### src/rtl/oled_pkg.sv
// Shared constants for the OLED SPI receiver: addressing modes, command codes
// and the command-decoder state encoding.
package oled_pkg;

    localparam logic [1:0] MODE_HORIZ = 2'b00;
    localparam logic [1:0] MODE_PAGE  = 2'b10;

    localparam logic [7:0] CMD_SET_MODE  = 8'h20;
    localparam logic [7:0] CMD_PAGE_BASE = 8'hB0;
    localparam logic [7:0] CMD_COL_LO    = 8'h00;
    localparam logic [7:0] CMD_COL_HI    = 8'h10;

    typedef enum logic {
        S_CMD  = 1'b0,
        S_MODE = 1'b1
    } cmd_state_t;

    // Only horizontal and page addressing are modelled; vertical/reserved are ignored.
    function automatic logic mode_supported(input logic [1:0] mode);
        return (mode == MODE_HORIZ) || (mode == MODE_PAGE);
    endfunction

endpackage

### src/rtl/spi_rx_shift.sv
// Synchroniser, sclk rising-edge detector and 8-bit MSB-first deserialiser.
// With OLED_SPI_CS_EN defined, oled_cs_n gates edges and frames partial bytes.
module spi_rx_shift
    import oled_pkg::*;
#(
    parameter int SYNC_STAGES = 2
) (
    input  logic       clk,
    input  logic       rst_n,
    input  logic       oled_sclk,
    input  logic       oled_mosi,
    input  logic       oled_dc,
`ifdef OLED_SPI_CS_EN
    input  logic       oled_cs_n,
`endif
    output logic       byte_valid,
    output logic [7:0] rx_byte,
    output logic       rx_dc,
    output logic       byte_err
);

    logic [SYNC_STAGES-1:0] sclk_sync_r;
    logic [SYNC_STAGES-1:0] mosi_sync_r;
    logic [SYNC_STAGES-1:0] dc_sync_r;
    logic                   sclk_prev_r;
    logic [7:0]             shift_r;
    logic [2:0]             bit_cnt_r;
    logic                   sclk_s;
    logic                   mosi_s;
    logic                   dc_s;
    logic                   cs_high_s;
    logic                   cs_rise_s;
    logic                   rise_s;

    // Input synchronisers and previous-sclk flop for edge detection.
    always_ff @(posedge clk or negedge rst_n) begin
        if (!rst_n) begin
            sclk_sync_r <= {SYNC_STAGES{1'b0}};
            mosi_sync_r <= {SYNC_STAGES{1'b0}};
            dc_sync_r   <= {SYNC_STAGES{1'b0}};
            sclk_prev_r <= 1'b0;
        end else begin
            sclk_sync_r <= {sclk_sync_r[SYNC_STAGES-2:0], oled_sclk};
            mosi_sync_r <= {mosi_sync_r[SYNC_STAGES-2:0], oled_mosi};
            dc_sync_r   <= {dc_sync_r[SYNC_STAGES-2:0], oled_dc};
            sclk_prev_r <= sclk_sync_r[SYNC_STAGES-1];
        end
    end

    assign sclk_s = sclk_sync_r[SYNC_STAGES-1];
    assign mosi_s = mosi_sync_r[SYNC_STAGES-1];
    assign dc_s   = dc_sync_r[SYNC_STAGES-1];

`ifdef OLED_SPI_CS_EN
    logic [SYNC_STAGES-1:0] cs_sync_r;
    logic                   cs_prev_r;
    logic                   byte_err_r;

    // Chip-select synchroniser and its previous value.
    always_ff @(posedge clk or negedge rst_n) begin
        if (!rst_n) begin
            cs_sync_r <= {SYNC_STAGES{1'b0}};
            cs_prev_r <= 1'b0;
        end else begin
            cs_sync_r <= {cs_sync_r[SYNC_STAGES-2:0], oled_cs_n};
            cs_prev_r <= cs_sync_r[SYNC_STAGES-1];
        end
    end

    assign cs_high_s = cs_sync_r[SYNC_STAGES-1];
    assign cs_rise_s = cs_high_s & ~cs_prev_r;

    // Sticky flag for a byte abandoned by deselect.
    always_ff @(posedge clk or negedge rst_n) begin
        if (!rst_n) begin
            byte_err_r <= 1'b0;
        end else if (cs_rise_s && (bit_cnt_r != 3'd0)) begin
            byte_err_r <= 1'b1;
        end
    end

    assign byte_err = byte_err_r;
`else
    assign cs_high_s = 1'b0;
    assign cs_rise_s = 1'b0;
    assign byte_err  = 1'b0;
`endif

    assign rise_s = sclk_s & ~sclk_prev_r & ~cs_high_s;

    // Deserialiser: shift on each accepted edge, drop partial byte on deselect.
    always_ff @(posedge clk or negedge rst_n) begin
        if (!rst_n) begin
            shift_r   <= 8'h00;
            bit_cnt_r <= 3'd0;
        end else if (cs_rise_s) begin
            bit_cnt_r <= 3'd0;
        end else if (rise_s) begin
            shift_r   <= {shift_r[6:0], mosi_s};
            bit_cnt_r <= bit_cnt_r + 3'd1;
        end
    end

    // The completing edge is reported combinationally; the top registers it.
    assign byte_valid = rise_s & (bit_cnt_r == 3'd7);
    assign rx_byte    = {shift_r[6:0], mosi_s};
    assign rx_dc      = dc_s;

endmodule

### src/rtl/oled_spi_rx.sv
// OLED link device end: command decoder plus page/column addressing into a
// COLS x PAGES shadow frame buffer. Optional chip select via OLED_SPI_CS_EN.
module oled_spi_rx
    import oled_pkg::*;
#(
    parameter int COLS        = 128,
    parameter int PAGES       = 8,
    parameter int ADDR_W      = 10,
    parameter int SYNC_STAGES = 2
) (
    input  logic              clk,
    input  logic              rst_n,
    input  logic              oled_sclk,
    input  logic              oled_mosi,
    input  logic              oled_dc,
`ifdef OLED_SPI_CS_EN
    input  logic              oled_cs_n,
`endif
    output logic              wr_en,
    output logic [ADDR_W-1:0] wr_addr,
    output logic [7:0]        wr_data,
    output logic              cmd_valid,
    output logic [7:0]        cmd_byte,
    output logic              byte_err
);

    localparam int COL_W  = $clog2(COLS);
    localparam int PAGE_W = $clog2(PAGES);
    localparam logic [COL_W-1:0]  COL_LAST  = COL_W'(COLS - 1);
    localparam logic [PAGE_W-1:0] PAGE_LAST = PAGE_W'(PAGES - 1);

    logic              byte_valid_s;
    logic [7:0]        rx_byte_s;
    logic              rx_dc_s;

    cmd_state_t        state_r, state_s;
    logic [PAGE_W-1:0] page_r, page_s;
    logic [COL_W-1:0]  col_r, col_s;
    logic [1:0]        mode_r, mode_s;
    logic              wr_en_s;
    logic [ADDR_W-1:0] wr_addr_s;
    logic [7:0]        wr_data_s;
    logic              cmd_valid_s;
    logic [7:0]        cmd_byte_s;

    spi_rx_shift #(
        .SYNC_STAGES (SYNC_STAGES)
    ) u_shift (
        .clk        (clk),
        .rst_n      (rst_n),
        .oled_sclk  (oled_sclk),
        .oled_mosi  (oled_mosi),
        .oled_dc    (oled_dc),
`ifdef OLED_SPI_CS_EN
        .oled_cs_n  (oled_cs_n),
`endif
        .byte_valid (byte_valid_s),
        .rx_byte    (rx_byte_s),
        .rx_dc      (rx_dc_s),
        .byte_err   (byte_err)
    );

    // Command decode, address advance and next values of the registered outputs.
    always_comb begin
        state_s     = state_r;
        page_s      = page_r;
        col_s       = col_r;
        mode_s      = mode_r;
        wr_en_s     = 1'b0;
        wr_addr_s   = wr_addr;
        wr_data_s   = wr_data;
        cmd_valid_s = 1'b0;
        cmd_byte_s  = cmd_byte;
        if (byte_valid_s) begin
            if (rx_dc_s) begin
                wr_en_s   = 1'b1;
                wr_addr_s = ADDR_W'(page_r) * ADDR_W'(COLS) + ADDR_W'(col_r);
                wr_data_s = rx_byte_s;
                if (col_r == COL_LAST) begin
                    col_s = {COL_W{1'b0}};
                    if (mode_r == MODE_HORIZ) begin
                        if (page_r == PAGE_LAST) begin
                            page_s = {PAGE_W{1'b0}};
                        end else begin
                            page_s = page_r + PAGE_W'(1);
                        end
                    end else begin
                        page_s = page_r;
                    end
                end else begin
                    col_s = col_r + COL_W'(1);
                end
            end else begin
                cmd_valid_s = 1'b1;
                cmd_byte_s  = rx_byte_s;
                case (state_r)
                    S_CMD: begin
                        if (rx_byte_s[7:4] == CMD_COL_LO[7:4]) begin
                            col_s[3:0] = rx_byte_s[3:0];
                        end else if (rx_byte_s[7:4] == CMD_COL_HI[7:4]) begin
                            col_s[6:4] = rx_byte_s[2:0];
                        end else if (rx_byte_s[7:3] == CMD_PAGE_BASE[7:3]) begin
                            page_s = rx_byte_s[PAGE_W-1:0];
                        end else if (rx_byte_s == CMD_SET_MODE) begin
                            state_s = S_MODE;
                        end else begin
                            state_s = S_CMD;
                        end
                    end
                    S_MODE: begin
                        if (mode_supported(rx_byte_s[1:0])) begin
                            mode_s = rx_byte_s[1:0];
                        end else begin
                            mode_s = mode_r;
                        end
                        state_s = S_CMD;
                    end
                    default: begin
                        state_s = S_CMD;
                    end
                endcase
            end
        end else begin
            wr_en_s     = 1'b0;
            cmd_valid_s = 1'b0;
        end
    end

    // Decoder state, address counters and output registers.
    always_ff @(posedge clk or negedge rst_n) begin
        if (!rst_n) begin
            state_r   <= S_CMD;
            page_r    <= {PAGE_W{1'b0}};
            col_r     <= {COL_W{1'b0}};
            mode_r    <= MODE_PAGE;
            wr_en     <= 1'b0;
            wr_addr   <= {ADDR_W{1'b0}};
            wr_data   <= 8'h00;
            cmd_valid <= 1'b0;
            cmd_byte  <= 8'h00;
        end else begin
            state_r   <= state_s;
            page_r    <= page_s;
            col_r     <= col_s;
            mode_r    <= mode_s;
            wr_en     <= wr_en_s;
            wr_addr   <= wr_addr_s;
            wr_data   <= wr_data_s;
            cmd_valid <= cmd_valid_s;
            cmd_byte  <= cmd_byte_s;
        end
    end

endmodule

### config.mk
export PLATFORM = sky130hd
export DESIGN_NAME = oled_spi_rx
export DESIGN_NICKNAME = d
export VERILOG_FILES = /design/src/rtl/oled_pkg.sv /design/src/rtl/spi_rx_shift.sv /design/src/rtl/oled_spi_rx.sv
export SDC_FILE = /design/constraint.sdc
export NUM_CORES = 1
export LEC_CHECK = 0
export ABC_AREA = 1
export CAP_MARGIN = 40
export CELL_PAD_IN_SITES_DETAIL_PLACEMENT = 0
export CELL_PAD_IN_SITES_GLOBAL_PLACEMENT = 1
export CORE_MARGIN = 1.5
export CORE_UTILIZATION = 37
export CTS_BUF_LIST = sky130_fd_sc_hd__clkbuf_16
export DETAILED_ROUTE_END_ITERATION = 10
export PLACE_DENSITY = 0.69
export RECOVER_POWER = 100
export SYNTH_ARGS = -nofsm -noshare
export SYNTH_HDL_FRONTEND = slang
export SYNTH_SLANG_ARGS = --single-unit
export TNS_END_PERCENT = 30
### constraint.sdc
create_clock -name clk -period 2.8 [get_ports clk]
set_input_delay 0.42 -clock clk [delete_from_list [all_inputs] [get_ports clk]]
set_output_delay 0.42 -clock clk [all_outputs]
set_load 0.02 [all_outputs]
==> report_table.html, run 1 <==
<table>
<tr><th>Metric</th><th>Value</th></tr>
<tr><th colspan="2">Placement</th></tr>
<tr><td>Placed wire-length estimate</td><td>roughly 3300 µm</td></tr>
<tr><td>Weighted congestion reported at the end of routability-driven placement</td><td>around 0.72</td></tr>
<tr><td>IO buf count</td><td>32</td></tr>
<tr><th colspan="2">Floorplanning</th></tr>
<tr><td>Number of core rows</td><td>30</td></tr>
<tr><td>Top Ports</td><td>34</td></tr>
<tr><td>Initial cell density of the core</td><td>38.11%</td></tr>
<tr><td>Total core area</td><td>between 6000 and 7000 µm²</td></tr>
<tr><td>Floorplan die width</td><td>86.42 µm</td></tr>
<tr><td>Vert. Die Dim</td><td>between 80 and 90 µm</td></tr>
<tr><td>Die area</td><td>between 7000 and 8000 µm²</td></tr>
<tr><th colspan="2">Synthesis</th></tr>
<tr><td>Leading area contributor after synthesis</td><td>sky130_fd_sc_hd__dfrtp_1</td></tr>
<tr><td>Number of synthesized flops with an enable pin</td><td>0</td></tr>
<tr><td>Library cells used by synthesis</td><td>30</td></tr>
<tr><td>Total of flip-flops plus latches after synthesis</td><td>58</td></tr>
<tr><td>Leading cell types by total area after synthesis</td><td>sky130_fd_sc_hd__dfrtp_1 55%, sky130_fd_sc_hd__nand2_1 9.8%, sky130_fd_sc_hd__o21ai_2 8.2%</td></tr>
<tr><td>Async set or reset register ratio after synthesis</td><td>100.0%</td></tr>
<tr><td>Summed instance area of the synthesized netlist</td><td>2575 µm²</td></tr>
<tr><td>Cells after Synth</td><td>269</td></tr>
<tr><td>Yosys synthesis warning count</td><td>0</td></tr>
<tr><td>Synthesized netlist net count</td><td>279</td></tr>
<tr><td>Register area share after synthesis</td><td>between 50% and 60%</td></tr>
<tr><td>Top cell type's share of synthesized area</td><td>55.39%</td></tr>
<tr><td>Top FF cell, synth</td><td>sky130_fd_sc_hd__dfrtp_1</td></tr>
<tr><td>Avg Cell Area, Syn</td><td>9.572 µm²</td></tr>
<tr><th colspan="2">Setup path</th></tr>
<tr><td>Critical register-to-register path endpoint</td><td>mode_r[0]</td></tr>
<tr><td>Startpoint type of the worst setup path</td><td>register</td></tr>
<tr><td>Delay contributed by the slowest stage of the critical path</td><td>0.42 ns</td></tr>
<tr><td>R2r setup slk</td><td>approximately 0.85 ns</td></tr>
<tr><td>Slowest stage cell on the critical path</td><td>sky130_fd_sc_hd__dfrtp_1</td></tr>
<tr><td>Arrival time of the worst setup path</td><td>around 2.2 ns</td></tr>
<tr><td>Worst Path Class, Setup</td><td>register to register</td></tr>
<tr><td>Kind of end point of the critical path</td><td>register</td></tr>
<tr><td>Worst path required time</td><td>~3.0 ns</td></tr>
<tr><td>Ordered list of cells on the worst path</td><td>nor2_8, nand2_1, nor2_1, inv_1, nor2_1, a21oi_1</td></tr>
<tr><td>Cell depth of the worst flop-to-flop path</td><td>6</td></tr>
<tr><td>Crit Reg-Reg Startpoint</td><td>u_shift.sclk_prev_r</td></tr>
<tr><td>Worst path most repeated cell</td><td>sky130_fd_sc_hd__nor2_1</td></tr>
<tr><td>Worst-path fanout max</td><td>19</td></tr>
<tr><th colspan="2">Timing</th></tr>
<tr><td>Shortest period the worst path allows</td><td>1.947 ns</td></tr>
<tr><td>Worst clock skew</td><td>0.005339 ns</td></tr>
<tr><td>Highest achievable clock rate</td><td>0.5135 GHz</td></tr>
<tr><td>Final-layout setup total negative slack</td><td>0 ns</td></tr>
<tr><td>Slew at the pin closest to its max-slew limit</td><td>about 1.4 ns</td></tr>
<tr><td>Tcrit/Tclk final</td><td>69.55%</td></tr>
<tr><td>Worst slew slack as a fraction of its limit</td><td>4.669%</td></tr>
<tr><td>Max-slew violations</td><td>0</td></tr>
<tr><td>Number of failing hold endpoints at the final stage</td><td>0</td></tr>
<tr><td>Final setup violation count</td><td>0</td></tr>
<tr><td>Unrepaired setup endpoints after global routing</td><td>no</td></tr>
<tr><th colspan="2">Global routing</th></tr>
<tr><td>Total routing resource utilization after global routing</td><td>14.81%</td></tr>
<tr><td>Number of global-route vias before repair</td><td>approximately 1,800</td></tr>
<tr><td>Number of antenna violations at the first check in global routing</td><td>0</td></tr>
<tr><td>Leftover overflow at the end of global routing</td><td>0</td></tr>
<tr><td>Maximum number of pins on one net before global-route repair</td><td>between 50 and 60</td></tr>
<tr><td>Wire length of the first global-routing pass</td><td>around 8300 µm</td></tr>
<tr><th colspan="2">Detailed routing</th></tr>
<tr><td>Routed WL</td><td>4907 µm</td></tr>
<tr><td>Routed via count</td><td>approximately 1,800</td></tr>
<tr><td>Post-route antenna net violation count</td><td>0</td></tr>
<tr><td>Number of remaining DRC errors</td><td>0</td></tr>
<tr><td>Mean routed wirelength per cell</td><td>~13 µm</td></tr>
<tr><td>Mean number of vias per cell</td><td>4.604</td></tr>
<tr><td>Initial drt markers</td><td>~110</td></tr>
<tr><td>Number of iterations in the first detailed-routing pass</td><td>4</td></tr>
<tr><th colspan="2">Pwr</th></tr>
<tr><td>Largest vdd supply drop</td><td>approximately 0.40 mV</td></tr>
<tr><td>Total Power</td><td>2610 µW</td></tr>
<tr><td>Ratio of total power to cell area</td><td>847.1 nW/µm²</td></tr>
<tr><td>Cell leakage power</td><td>roughly 0.0015 µW</td></tr>
<tr><th colspan="2">Clock network</th></tr>
<tr><td>Number of buffers between clock root and the deepest sink</td><td>2</td></tr>
<tr><td>Clock Latency Late Sink</td><td>0.32 ns</td></tr>
<tr><td>Inserted Clock Buffers</td><td>9</td></tr>
<tr><td>Post-cts hold buffer count</td><td>0</td></tr>
<tr><td>H-tree level count</td><td>3</td></tr>
<tr><td>Cts repair resizes</td><td>0</td></tr>
<tr><td>Clk pin slew, worst setup/hold paths</td><td>about 0.05 ns</td></tr>
<tr><td>CTS tree</td><td>built</td></tr>
<tr><td>Clock tree root buffer cell</td><td>sky130_fd_sc_hd__clkbuf_16</td></tr>
<tr><td># clock sinks</td><td>58</td></tr>
<tr><td>Post-CTS setup buffer count</td><td>0</td></tr>
<tr><th colspan="2">Layout</th></tr>
<tr><td>Post-synthesis to final-layout area growth</td><td>19.63%</td></tr>
<tr><td>NumNets Final</td><td>316</td></tr>
<tr><td>Fraction of final layout cells sized beyond drive strength 1</td><td>roughly 8.4%</td></tr>
<tr><td>Count of fill cells added during filler insertion</td><td>680</td></tr>
<tr><td>Area used by multi-input combinational logic</td><td>around 830 µm²</td></tr>
<tr><td>Footprint of the flip-flops and latches</td><td>about 1500 µm²</td></tr>
<tr><td>Number of diodes added for antenna fixing</td><td>0</td></tr>
<tr><th colspan="2">Min path</th></tr>
<tr><td>Hold Crit Depth</td><td>0</td></tr>
<tr><td>Hold crit path type</td><td>register to register</td></tr>
<tr><td>Hold Path End</td><td>u_shift.dc_sync_r[1]</td></tr>
<tr><td>Hold path start</td><td>u_shift.dc_sync_r[0]</td></tr>
<tr><th colspan="2">Run status</th></tr>
<tr><td>Outcome</td><td>finished, final reports clean</td></tr>
<tr><th colspan="2">Run</th></tr>
<tr><td>MaxCap Viol Count</td><td>0</td></tr>
</table>
sequential cells by signal (all words and copies together) (netlist names):
register and count:
u_shift.sclk_sync_r 2, u_shift.sclk_prev_r 1, mode_r 2, u_shift.dc_sync_r 2, u_shift.bit_cnt_r 3, cmd_byte 8
wr_en 1, page_r 3, wr_addr 10, u_shift.mosi_sync_r 2, state_r 1, col_r 7
cmd_valid 1, wr_data 8, u_shift.shift_r 7
worst max-delay path, delay by kind of cell, from the launching register on:
kind            cells  cell delay [ns]
compound gates      1             0.10
flops               1             0.42
buf+inv             1             0.33
simple gates        4             0.98
cell usage after synthesis, types with 3 or more instances:
cell                       instances
sky130_fd_sc_hd__o21ai_0          17
sky130_fd_sc_hd__o21ai_2          24
sky130_fd_sc_hd__nand2_2           4
sky130_fd_sc_hd__nand2_1          67
sky130_fd_sc_hd__nand3_1           7
sky130_fd_sc_hd__ha_1              5
sky130_fd_sc_hd__buf_6             4
sky130_fd_sc_hd__nor2_1           23
sky130_fd_sc_hd__dfrtp_1          57
sky130_fd_sc_hd__inv_2             5
sky130_fd_sc_hd__a21oi_1           6
sky130_fd_sc_hd__o21bai_1          3
sky130_fd_sc_hd__inv_1            24
kinds of logic after synthesis:
kind of cell / after synthesis / share of synthesized area (%)
other: 1 / 0.1456
xor gates and xnor gates: 1 / 0.3402
buffers and inverters: 38 / 6.900
adders and majority gates: 5 / 2.430
and+or+nand+nor: 113 / 19.58
AOI/OAI and AO/OA: 53 / 14.19
DFF: 58 / 56.41
worst max-delay path by stage:
stage / start / to / slack [ns] / cells past startpoint
after global routing: u_shift.sclk_sync_r[1] / mode_r[0] / 0.71 / 7
after CTS: u_shift.bit_cnt_r[0] / wr_addr[9] / 0.95 / 7
final: u_shift.sclk_prev_r / mode_r[0] / 0.85 / 6
after global placement: u_shift.bit_cnt_r[0] / wr_addr[9] / 1.02 / 7
after floorplan: u_shift.bit_cnt_r[0] / wr_data[7] / 1.42 / 8
after detailed placement: u_shift.bit_cnt_r[0] / wr_addr[9] / 0.98 / 7
where the power goes:
group | total [µW] | leakage, µW | internal (µW) | switching (µW)
logic | 550 | 0.000636 | 223 | 327
clock network | 929 | 0.000143 | 579 | 350
registers | 1130 | 0.000769 | 1010 | 122
routing by layer:
layer  track usage (%)  share of wire (%)  up-vias
li1                  -                  -      934
met1             20.37                 51      831
met2             21.73                 43       27
met3             3.143                3.0        8
met4             8.358                2.2        0
met5                 0                  0        -
cells in the final DEF, fill, tap and decap left out, drive strengths merged:
cell and count:
a21oi 6, buf 1, clkbuf 10, clkinv 6, conb 1, dfrtp 57, dfstp 1, dlygate4sd3 31
ha 5, inv 32, nand2 72, nand3 8, nand4 2, nor2 28, nor3 2, nor3b 1
o21ai 43, o21bai 3, o31ai 1, xor2 1
through the flow:
stage	hold WS [ns]	cell area, µm²	util, %	worst slack (ns)	std cells
after floorplan	0.1244	2575	-	1.421	269
after global placement	0.3356	2949	43.65	1.024	375
after detailed placement	0.3371	2949	43.65	0.9753	375
after CTS	0.1109	3206	47.44	0.9538	391
after global routing	0.3540	3080	45.59	0.7071	391
final	0.3466	3080	45.59	0.8527	391
final cells by class:
type	instances	area share [%]
Timing Repair Buffer	33	10.40
Inverter	31	3.777
Clock inverter	7	1.015
Sequential cell	58	47.16
Clock buffer	9	7.311
Multi-Input combinational cell	173	27.09
Tap cell	80	3.249
(Power assumes the default switching activity.)
==> inputs of run 2 (changes only) <==
--- a/config.mk
+++ b/config.mk
@@ -13,7 +13,7 @@
 export CORE_UTILIZATION = 37
 export CTS_BUF_LIST = sky130_fd_sc_hd__clkbuf_16
 export DETAILED_ROUTE_END_ITERATION = 10
-export PLACE_DENSITY = 0.69
+export PLACE_DENSITY = 0.72
 export RECOVER_POWER = 100
 export SYNTH_ARGS = -nofsm -noshare
 export SYNTH_HDL_FRONTEND = slang
==> constraint.sdc (replaced) <==
create_clock -name clk -period 1.7 [get_ports clk]
set_input_delay 0.255 -clock clk [delete_from_list [all_inputs] [get_ports clk]]
set_output_delay 0.255 -clock clk [all_outputs]
set_load 0.02 [all_outputs]
==> run 2 against run 1 <==
Effect of this change:
- clock power increased by 100%
- core utilization up 2.3 points
- flip-flop and latch count unchanged
- global-route usage increased by 0.34 points
- largest power group is now clock
- sequential share of layout area shrank 2.3 points
- sequential power increased by 65%
- routed wire length is 0.88% higher
- count of clock-buffer cells in the layout did not move
- design area increased by 5.1%
- via count rose by 1.9%
==> report_table.html, run 2 (synthesis results as in run 1) <==
<table>
<tr><th>Metric</th><th>Value</th></tr>
<tr><th colspan="2">Run status</th></tr>
<tr><td>Outcome</td><td>finished, final reports clean (unchanged)</td></tr>
<tr><th colspan="2">Clock network</th></tr>
<tr><td>Inserted Clock Buffers</td><td>9 (unchanged)</td></tr>
<tr><td>H-tree level count</td><td>3 (unchanged)</td></tr>
<tr><td>Clk pin slew, worst setup/hold paths</td><td>0.05 ns (about the same)</td></tr>
<tr><td># clock sinks</td><td>58 (unchanged)</td></tr>
<tr><td>Clock Latency Late Sink</td><td>0.32 ns (about the same)</td></tr>
<tr><td>Clock tree root buffer cell</td><td>sky130_fd_sc_hd__clkbuf_16 (unchanged)</td></tr>
<tr><td>Number of buffers between clock root and the deepest sink</td><td>2 (unchanged)</td></tr>
<tr><td>CTS tree</td><td>built (unchanged)</td></tr>
<tr><th colspan="2">Timing</th></tr>
<tr><td>Shortest period the worst path allows</td><td>1.638 ns</td></tr>
<tr><td>Final setup violation count</td><td>0 (unchanged)</td></tr>
<tr><td>Max-slew violations</td><td>0 (unchanged)</td></tr>
<tr><td>Worst slew slack as a fraction of its limit</td><td>47.27% (was 4.669%)</td></tr>
<tr><td>Worst clock skew</td><td>0.006033 ns (was 0.005339 ns)</td></tr>
<tr><td>Tcrit/Tclk final</td><td>96.34%</td></tr>
<tr><td>Final-layout setup total negative slack</td><td>0 ns (unchanged)</td></tr>
<tr><td>Unrepaired setup endpoints after global routing</td><td>no (unchanged)</td></tr>
<tr><td>Number of failing hold endpoints at the final stage</td><td>0 (unchanged)</td></tr>
<tr><td>Slew at the pin closest to its max-slew limit</td><td>0.7909 ns (was 1.430 ns)</td></tr>
<tr><td>Highest achievable clock rate</td><td>just over 0.6 GHz</td></tr>
<tr><th colspan="2">Setup path</th></tr>
<tr><td>Startpoint type of the worst setup path</td><td>register (unchanged)</td></tr>
<tr><td>Critical path buffers and inverters</td><td>1 (unchanged)</td></tr>
<tr><td>Arrival time of the worst setup path</td><td>1.38 ns (was 2.15 ns)</td></tr>
<tr><td>Worst path top cell family by delay</td><td>buffers and inverters (was simple AND/OR/NAND/NOR gates)</td></tr>
<tr><td>Slowest stage cell on the critical path</td><td>sky130_fd_sc_hd__dlygate4sd3_1 (was sky130_fd_sc_hd__dfrtp_1)</td></tr>
<tr><td>Ordered list of cells on the worst path</td><td>dlygate4sd3_1 (was nor2_8, nand2_1, nor2_1, inv_1, nor2_1, a21oi_1)</td></tr>
<tr><td>Cell depth of the worst flop-to-flop path</td><td>8 (was 6)</td></tr>
<tr><td>Worst path required time</td><td>1.44 ns (was 3.00 ns)</td></tr>
<tr><td>Worst-path fanout max</td><td>2 (was 19)</td></tr>
<tr><td>Worst Path Class, Setup</td><td>register to output port (was register to register)</td></tr>
<tr><td>R2r setup slk</td><td>0.16 ns (was 0.85 ns)</td></tr>
<tr><td>Critical register-to-register path endpoint</td><td>col_r[2] (was mode_r[0])</td></tr>
<tr><td>Kind of end point of the critical path</td><td>output port (was register)</td></tr>
<tr><td>Crit Reg-Reg Startpoint</td><td>u_shift.bit_cnt_r[0] (was u_shift.sclk_prev_r)</td></tr>
<tr><td>Delay contributed by the slowest stage of the critical path</td><td>0.68 ns (was 0.42 ns)</td></tr>
<tr><th colspan="2">Layout</th></tr>
<tr><td>Area used by multi-input combinational logic</td><td>877.1 µm² (was 834.6 µm²)</td></tr>
<tr><td>Post-route insts no fill</td><td>397 (was 391)</td></tr>
<tr><td>Commonest non-fill, non-tap cell in the layout</td><td>sky130_fd_sc_hd__nand2_1 (unchanged)</td></tr>
<tr><td>Footprint of the flip-flops and latches</td><td>1453 µm² (unchanged)</td></tr>
<tr><td>Count of fill cells added during filler insertion</td><td>657 (was 680)</td></tr>
<tr><td>Most frequent cells in the layout</td><td>69 x sky130_fd_sc_hd__nand2_1, 57 x sky130_fd_sc_hd__dfrtp_1, 33 x sky130_fd_sc_hd__o21ai_0 (was 68 x sky130_fd_sc_hd__nand2_1, 57 x sky130_fd_sc_hd__dfrtp_1, 39 x sky130_fd_sc_hd__o21ai_0)</td></tr>
<tr><td>Fraction of final layout cells sized beyond drive strength 1</td><td>12.93% (was 8.360%)</td></tr>
<tr><td>NumNets Final</td><td>322 (was 316)</td></tr>
<tr><td>Number of diodes added for antenna fixing</td><td>0 (unchanged)</td></tr>
<tr><td>Largest register FFs</td><td>10 (unchanged)</td></tr>
<tr><td>Register with the most flip-flops</td><td>wr_addr (unchanged)</td></tr>
<tr><td>Top flop regs</td><td>wr_addr x10, cmd_byte x8, wr_data x8 (unchanged)</td></tr>
<tr><td>Post-synthesis to final-layout area growth</td><td>25.75% (was 19.63%)</td></tr>
<tr><td>Share of the core filled with cells in the final layout</td><td>47.93% (was 45.59%)</td></tr>
<tr><th colspan="2">Global routing</th></tr>
<tr><td>Met1 Use GR</td><td>21.53% (was 20.37%)</td></tr>
<tr><td>Number of antenna violations at the first check in global routing</td><td>0 (unchanged)</td></tr>
<tr><td>Number of global-route vias before repair</td><td>1,758 (was 1,777)</td></tr>
<tr><td>Met2 global-route usage</td><td>21.09% (was 21.73%)</td></tr>
<tr><td>Total routing resource utilization after global routing</td><td>15.16% (was 14.81%)</td></tr>
<tr><td>GR met3 Demand/Resource</td><td>3.524% (was 3.143%)</td></tr>
<tr><td>Most used routing layer in global routing</td><td>met1 (was met2)</td></tr>
<tr><td>Leftover overflow at the end of global routing</td><td>0 (unchanged)</td></tr>
<tr><td>Wire length of the first global-routing pass</td><td>8549 µm (was 8342 µm)</td></tr>
<tr><td>Maximum number of pins on one net before global-route repair</td><td>59 (unchanged)</td></tr>
<tr><th colspan="2">Pwr</th></tr>
<tr><td>Cell leakage power</td><td>0.001610 µW (was 0.001548 µW)</td></tr>
<tr><td>Ratio of total power to cell area</td><td>1449 nW/µm² (was 847.1 nW/µm²)</td></tr>
<tr><td>Switching part of the total</td><td>29.37% (was 30.62%)</td></tr>
<tr><td>Clock power share</td><td>39.9% (was 35.6%)</td></tr>
<tr><td>Sequential share of power</td><td>39.6% (was 43.3%)</td></tr>
<tr><td>Largest vdd supply drop</td><td>0.6444 mV (was 0.4003 mV)</td></tr>
<tr><td>Internal power</td><td>3313 µW (was 1811 µW)</td></tr>
<tr><td>Share of total power in combinational logic</td><td>20.5% (was 21.1%)</td></tr>
<tr><td>Sw power</td><td>1378 µW (was 799.1 µW)</td></tr>
<tr><th colspan="2">Floorplanning</th></tr>
<tr><td>Total core area</td><td>6756 µm² (unchanged)</td></tr>
<tr><td>Vert. Die Dim</td><td>86.42 µm (unchanged)</td></tr>
<tr><td>Number of core rows</td><td>30 (unchanged)</td></tr>
<tr><td>Die area</td><td>7468 µm² (unchanged)</td></tr>
<tr><td>Top Ports</td><td>34 (unchanged)</td></tr>
<tr><td>Initial cell density of the core</td><td>38.11% (unchanged)</td></tr>
<tr><td>Floorplan die width</td><td>86.42 µm (unchanged)</td></tr>
<tr><th colspan="2">Detailed routing</th></tr>
<tr><td>Routed via count</td><td>1,834 (was 1,800)</td></tr>
<tr><td>Routed WL</td><td>4950 µm (was 4907 µm)</td></tr>
<tr><td>Number of iterations in the first detailed-routing pass</td><td>4 (unchanged)</td></tr>
<tr><td>Initial drt markers</td><td>68 (was 108)</td></tr>
<tr><td>Post-route antenna net violation count</td><td>0 (unchanged)</td></tr>
<tr><td>Number of remaining DRC errors</td><td>0 (unchanged)</td></tr>
<tr><td>Mean routed wirelength per cell</td><td>12.47 µm (was 12.55 µm)</td></tr>
<tr><td>Mean number of vias per cell</td><td>4.620 (was 4.604)</td></tr>
<tr><th colspan="2">Min path</th></tr>
<tr><td>Hold crit path type</td><td>register to register (unchanged)</td></tr>
<tr><td>Hold Path End</td><td>u_shift.dc_sync_r[1] (unchanged)</td></tr>
<tr><td>Hold Crit Depth</td><td>0 (unchanged)</td></tr>
<tr><td>Hold path start</td><td>u_shift.dc_sync_r[0] (unchanged)</td></tr>
<tr><th colspan="2">Placement</th></tr>
<tr><td>Weighted congestion reported at the end of routability-driven placement</td><td>0.8178 (was 0.7211)</td></tr>
<tr><td>Placed wire-length estimate</td><td>3493 µm (was 3283 µm)</td></tr>
<tr><td>IO buf count</td><td>32 (unchanged)</td></tr>
<tr><td>Cell count after placement</td><td>380 (was 375)</td></tr>
<tr><th colspan="2">Run</th></tr>
<tr><td>MaxCap Viol Count</td><td>0 (unchanged)</td></tr>
</table>
run 2: changes by cell type in the layout (fill, tap and decap cells not counted), moves of 2 or more:
cell / before / now
sky130_fd_sc_hd__nand2_2: 4 / 2
sky130_fd_sc_hd__nor2_4: 0 / 2
sky130_fd_sc_hd__nor2_1: 27 / 24
sky130_fd_sc_hd__clkinv_2: 4 / 2
sky130_fd_sc_hd__bufinv_16: 0 / 2
sky130_fd_sc_hd__clkbuf_4: 0 / 2
sky130_fd_sc_hd__buf_4: 0 / 2
sky130_fd_sc_hd__inv_1: 30 / 26
sky130_fd_sc_hd__o21ai_2: 2 / 8
sky130_fd_sc_hd__o21ai_0: 39 / 33
run 2: stage by stage:
step	setup slack (ns)	hold WS [ns]	power, µW	cell area [µm²]
final	0.06230	0.3446	4692	3238
after global routing	0.02628	0.3466	4953	3238
after CTS	0.1218	0.3461	4865	3319
after detailed placement	0.1523	0.2838	2973	2999
after global placement	0.1948	0.2818	2965	2999
after floorplan	0.3209	-0.04059	2528	2575
run 2: area by class of cell:
class,instances,area share (%)
clock inverters,7,2.628
flip-flops and latches,58,44.86
well taps,80,3.091
inverters,31,3.671
repair buffers,39,11.71
clock buffers,9,6.955
multi-input cells,173,27.09
run 2: what timing repair did:
action | 4_1_cts | 5_1_grt
hold endpoints to repair | 57 | 0
setup buffers | 0 | 0
hold buffers | 1 | 0
setup endpoints to repair | 0 | 1
gates resized for setup | 0 | 2
run 2: worst max-delay path by stage:
stage / from / to / slack (ns) / depth (start not counted)
6_report: cmd_byte[0] / cmd_byte[0] / 0.06 / 1
5_1_grt: u_shift.bit_cnt_r[0] / col_r[2] / 0.03 / 8
4_1_cts: cmd_byte[0] / cmd_byte[0] / 0.12 / 1
3_5_place_dp: u_shift.bit_cnt_r[0] / mode_r[0] / 0.15 / 7
3_3_place_gp: u_shift.bit_cnt_r[0] / mode_r[0] / 0.19 / 7
2_1_floorplan: u_shift.bit_cnt_r[0] / wr_data[7] / 0.32 / 8
run 2: worst register-to-register path, stage by stage, from the launching register on:
cell and delay (ns):
sky130_fd_sc_hd__dfrtp_1 0.38, sky130_fd_sc_hd__ha_1 0.21, sky130_fd_sc_hd__ha_1 0.21, sky130_fd_sc_hd__nand2_4 0.12, sky130_fd_sc_hd__nor2_2 0.05, sky130_fd_sc_hd__nand2_1 0.10, sky130_fd_sc_hd__inv_1 0.11, sky130_fd_sc_hd__o21ai_1 0.12
sky130_fd_sc_hd__o21ai_0 0.11
run 2: power by group through the flow:
| stage | clock network, µW | logic, µW | registers [µW] |
|---|---|---|---|
| 2_1_floorplan | 0 | 523 | 2000 |
| 4_1_cts | 1900 | 1090 | 1870 |
| 5_1_grt | 1960 | 1090 | 1900 |
| 3_3_place_gp | 0 | 1080 | 1890 |
| 6_report | 1870 | 961 | 1860 |
| 3_5_place_dp | 0 | 1090 | 1880 |
run 2: per-layer routing:
layer  wire (µm)  vias up
met4         128        0
met2        2112       34
met5           0        -
met3         163       13
li1            -      945
met1        2545      842
==> inputs of run 3 (changes only) <==
--- a/config.mk
+++ b/config.mk
@@ -9,7 +9,6 @@
 export CAP_MARGIN = 40
 export CELL_PAD_IN_SITES_DETAIL_PLACEMENT = 0
 export CELL_PAD_IN_SITES_GLOBAL_PLACEMENT = 1
-export CORE_MARGIN = 1.5
 export CORE_UTILIZATION = 37
 export CTS_BUF_LIST = sky130_fd_sc_hd__clkbuf_16
 export DETAILED_ROUTE_END_ITERATION = 10
==> run 3 against run 2 <==
Effect of this change:
- critical path depth unchanged
- first-iteration DRC count up 28%
- core utilization is 0.055 points lower
- sequential power about the same
- maximum frequency rose by 1.8%
- routed wire length decreased by 1.5%
- final cell count grew 0.50%
- count of clock-buffer cells in the layout is the same
- register-to-register slack better by 0.05 ns
- setup slack gained 0.029 ns
- power shrank 3.5%
- critical endpoint is now cmd_byte[5]
==> report_table.html, run 3 (synthesis results as in run 1) <==
<table>
<tr><th>Metric</th><th>Value</th></tr>
<tr><th colspan="2">Run status</th></tr>
<tr><td>Outcome</td><td>finished, final reports clean (unchanged)</td></tr>
<tr><th colspan="2">Detailed routing</th></tr>
<tr><td>DR WL met3</td><td>159 µm (was 163 µm)</td></tr>
<tr><td>Mean number of vias per cell</td><td>4.694 (was 4.620)</td></tr>
<tr><td>Number of remaining DRC errors</td><td>0 (unchanged)</td></tr>
<tr><td>Post-route antenna net violation count</td><td>0 (unchanged)</td></tr>
<tr><td>Initial drt markers</td><td>87 (was 68)</td></tr>
<tr><td>Highest metal layer with signal wires</td><td>met4 (unchanged)</td></tr>
<tr><td>Mean routed wirelength per cell</td><td>12.22 µm (was 12.47 µm)</td></tr>
<tr><td>Routed via count</td><td>1,873 (was 1,834)</td></tr>
<tr><td>Number of iterations in the first detailed-routing pass</td><td>4 (unchanged)</td></tr>
<tr><td>Met1 routed wirelength after detailed routing</td><td>2402 µm (was 2545 µm)</td></tr>
<tr><td>Routed length on met2</td><td>2233 µm (was 2112 µm)</td></tr>
<tr><td>Routed WL</td><td>4875 µm (was 4950 µm)</td></tr>
<tr><th colspan="2">Setup path</th></tr>
<tr><td>Arrival time of the worst setup path</td><td>1.35 ns (was 1.38 ns)</td></tr>
<tr><td>Startpoint type of the worst setup path</td><td>register (unchanged)</td></tr>
<tr><td>Worst path top cell family by delay</td><td>buffers and inverters (unchanged)</td></tr>
<tr><td>Worst path required time</td><td>1.44 ns (about the same)</td></tr>
<tr><td>Slowest stage cell on the critical path</td><td>sky130_fd_sc_hd__dlygate4sd3_1 (unchanged)</td></tr>
<tr><td>R2r setup slk</td><td>0.21 ns (was 0.16 ns)</td></tr>
<tr><td>Ordered list of cells on the worst path</td><td>dlygate4sd3_1 (unchanged)</td></tr>
<tr><td>Critical path buffers and inverters</td><td>1 (unchanged)</td></tr>
<tr><td>Cell depth of the worst flop-to-flop path</td><td>5 (was 8)</td></tr>
<tr><td>Crit Reg-Reg Startpoint</td><td>u_shift.sclk_prev_r (was u_shift.bit_cnt_r[0])</td></tr>
<tr><td>Worst-path fanout max</td><td>2 (unchanged)</td></tr>
<tr><td>Delay contributed by the slowest stage of the critical path</td><td>0.65 ns (was 0.68 ns)</td></tr>
<tr><td>Worst Path Class, Setup</td><td>register to output port (unchanged)</td></tr>
<tr><td>Kind of end point of the critical path</td><td>output port (unchanged)</td></tr>
<tr><td>Critical register-to-register path endpoint</td><td>u_shift.bit_cnt_r[2] (was col_r[2])</td></tr>
<tr><th colspan="2">Pwr</th></tr>
<tr><td>Cell leakage power</td><td>0.001615 µW (was 0.001610 µW)</td></tr>
<tr><td>Total Power</td><td>4526 µW (was 4692 µW)</td></tr>
<tr><td>Largest vdd supply drop</td><td>0.5937 mV (was 0.6444 mV)</td></tr>
<tr><td>Ratio of total power to cell area</td><td>1399 nW/µm² (was 1449 nW/µm²)</td></tr>
<tr><th colspan="2">Layout</th></tr>
<tr><td>Top flop regs</td><td>wr_addr x10, cmd_byte x8, wr_data x8 (unchanged)</td></tr>
<tr><td>Largest register FFs</td><td>10 (unchanged)</td></tr>
<tr><td>Post-synthesis to final-layout area growth</td><td>25.61% (was 25.75%)</td></tr>
<tr><td>NumNets Final</td><td>324 (was 322)</td></tr>
<tr><td>Post-route insts no fill</td><td>399 (was 397)</td></tr>
<tr><td>Fraction of final layout cells sized beyond drive strength 1</td><td>12.54% (was 12.93%)</td></tr>
<tr><td>Register with the most flip-flops</td><td>wr_addr (unchanged)</td></tr>
<tr><td>Commonest non-fill, non-tap cell in the layout</td><td>sky130_fd_sc_hd__nand2_1 (unchanged)</td></tr>
<tr><td>Most frequent cells in the layout</td><td>68 x sky130_fd_sc_hd__nand2_1, 57 x sky130_fd_sc_hd__dfrtp_1, 36 x sky130_fd_sc_hd__o21ai_0 (was 69 x sky130_fd_sc_hd__nand2_1, 57 x sky130_fd_sc_hd__dfrtp_1, 33 x sky130_fd_sc_hd__o21ai_0)</td></tr>
<tr><td>Number of diodes added for antenna fixing</td><td>0 (unchanged)</td></tr>
<tr><th colspan="2">Min path</th></tr>
<tr><td>Hold Path End</td><td>u_shift.dc_sync_r[1] (unchanged)</td></tr>
<tr><td>Hold crit path type</td><td>register to register (unchanged)</td></tr>
<tr><td>Hold Crit Depth</td><td>0 (unchanged)</td></tr>
<tr><td>Hold path start</td><td>u_shift.dc_sync_r[0] (unchanged)</td></tr>
<tr><th colspan="2">Run</th></tr>
<tr><td>MaxCap Viol Count</td><td>0 (unchanged)</td></tr>
<tr><th colspan="2">Timing</th></tr>
<tr><td>Max-slew violations</td><td>0 (unchanged)</td></tr>
<tr><td>Slew at the pin closest to its max-slew limit</td><td>0.7769 ns (was 0.7909 ns)</td></tr>
<tr><td>Final setup violation count</td><td>0 (unchanged)</td></tr>
<tr><td>Final-layout setup total negative slack</td><td>0 ns (unchanged)</td></tr>
<tr><td>Worst clock skew</td><td>0.007329 ns (was 0.006033 ns)</td></tr>
<tr><td>Number of failing hold endpoints at the final stage</td><td>0 (unchanged)</td></tr>
<tr><td>Unrepaired setup endpoints after global routing</td><td>no (unchanged)</td></tr>
<tr><td>Highest achievable clock rate</td><td>0.6215 GHz (was 0.6106 GHz)</td></tr>
<tr><td>Worst slew slack as a fraction of its limit</td><td>48.21% (was 47.27%)</td></tr>
<tr><td>Tcrit/Tclk final</td><td>94.65% (was 96.34%)</td></tr>
<tr><td>Shortest period the worst path allows</td><td>1.609 ns (was 1.638 ns)</td></tr>
<tr><th colspan="2">Clock network</th></tr>
<tr><td># clock sinks</td><td>58 (unchanged)</td></tr>
<tr><td>Clk pin slew, worst setup/hold paths</td><td>0.05 ns (about the same)</td></tr>
<tr><td>Clock tree root buffer cell</td><td>sky130_fd_sc_hd__clkbuf_16 (unchanged)</td></tr>
<tr><td>Clock Latency Late Sink</td><td>0.32 ns (about the same)</td></tr>
<tr><td>Post-CTS setup buffer count</td><td>0 (unchanged)</td></tr>
<tr><td>CTS tree</td><td>built (unchanged)</td></tr>
<tr><td>H-tree level count</td><td>3 (unchanged)</td></tr>
<tr><td>Number of buffers between clock root and the deepest sink</td><td>2 (unchanged)</td></tr>
<tr><td>Inserted Clock Buffers</td><td>9 (unchanged)</td></tr>
<tr><th colspan="2">Placement</th></tr>
<tr><td>Placed wire-length estimate</td><td>3348 µm (was 3493 µm)</td></tr>
<tr><td>Cell count after placement</td><td>382 (was 380)</td></tr>
<tr><td>Weighted congestion reported at the end of routability-driven placement</td><td>0.7682 (was 0.8178)</td></tr>
<tr><td>IO buf count</td><td>32 (unchanged)</td></tr>
<tr><th colspan="2">Floorplanning</th></tr>
<tr><td>Number of core rows</td><td>30 (unchanged)</td></tr>
<tr><td>Vert. Die Dim</td><td>85.42 µm (was 86.42 µm)</td></tr>
<tr><td>Top Ports</td><td>34 (unchanged)</td></tr>
<tr><td>Total core area</td><td>6756 µm² (unchanged)</td></tr>
<tr><td>Initial cell density of the core</td><td>38.11% (unchanged)</td></tr>
<tr><td>Floorplan die width</td><td>85.42 µm (was 86.42 µm)</td></tr>
<tr><td>Die area</td><td>7297 µm² (was 7468 µm²)</td></tr>
<tr><th colspan="2">Global routing</th></tr>
<tr><td>Wire length of the first global-routing pass</td><td>8328 µm (was 8549 µm)</td></tr>
<tr><td>Number of antenna violations at the first check in global routing</td><td>0 (unchanged)</td></tr>
<tr><td>Total routing resource utilization after global routing</td><td>14.87% (was 15.16%)</td></tr>
<tr><td>Number of global-route vias before repair</td><td>1,761 (was 1,758)</td></tr>
<tr><td>Maximum number of pins on one net before global-route repair</td><td>59 (unchanged)</td></tr>
<tr><td>Leftover overflow at the end of global routing</td><td>0 (unchanged)</td></tr>
</table>
==> run 3: cell count changes in the layout (fill, tap and decap cells not counted), sizes merged <==
cell,delta
bufinv,-1
buf,+3
clkbuf,-1
clkinvlp,-1
clkinv,+2
==> run 3: how the worst max path moves through the flow <==
stage / startpoint / to / slack (ns) / cells past startpoint
2_1_floorplan: u_shift.bit_cnt_r[0] / wr_data[7] / 0.32 / 8
3_3_place_gp: u_shift.bit_cnt_r[0] / wr_addr[4] / 0.28 / 8
3_5_place_dp: u_shift.bit_cnt_r[0] / col_r[6] / 0.24 / 8
4_1_cts: cmd_byte[7] / cmd_byte[7] / 0.14 / 1
5_1_grt: u_shift.sclk_prev_r / u_shift.bit_cnt_r[2] / 0.04 / 5
6_report: cmd_byte[5] / cmd_byte[5] / 0.09 / 1
==> run 3: power by group <==
| part | total (µW) | switching (µW) | internal, µW |
|---|---|---|---|
| combinational | 959 | 564 | 394 |
| clock | 1710 | 598 | 1120 |
| sequential | 1850 | 194 | 1660 |
| total | 4530 | 1360 | 3170 |
==> run 3: final cells by class <==
cell class              instances  area [µm²]
flip-flops and latches         58        1453
clock buffers                   9       225.2
fillers                       670        3522
well taps                      80       100.1
clock inverters                 7       61.31
repair buffers                 41       406.6
multi-input cells             173       872.1
inverters                      31       116.4
==> run 3: timing repair <==
action | CTS | global route
resized for setup | 0 | 0
hold buffers | 1 | 0
hold endpoints to repair | 57 | 0
==> run 3: stage by stage <==
stage               hold WS (ns)  setup WS [ns]  instance area [µm²]  utilization, %
floorplan               -0.04059         0.3209                 2575               -
finish                    0.3432        0.09093                 3234           47.87
detailed placement        0.2868         0.2385                 3027           44.80
CTS                       0.3468         0.1392                 3323           49.19
global placement          0.2841         0.2796                 3027           44.80
global route              0.3510        0.03934                 3234           47.87
==> run 3: layer usage <==
layer  track usage, %  up-vias
li1                 -      948
met1            20.30      886
met2            22.62       29
met3            3.599       10
met4            6.364        0
met5                0        -
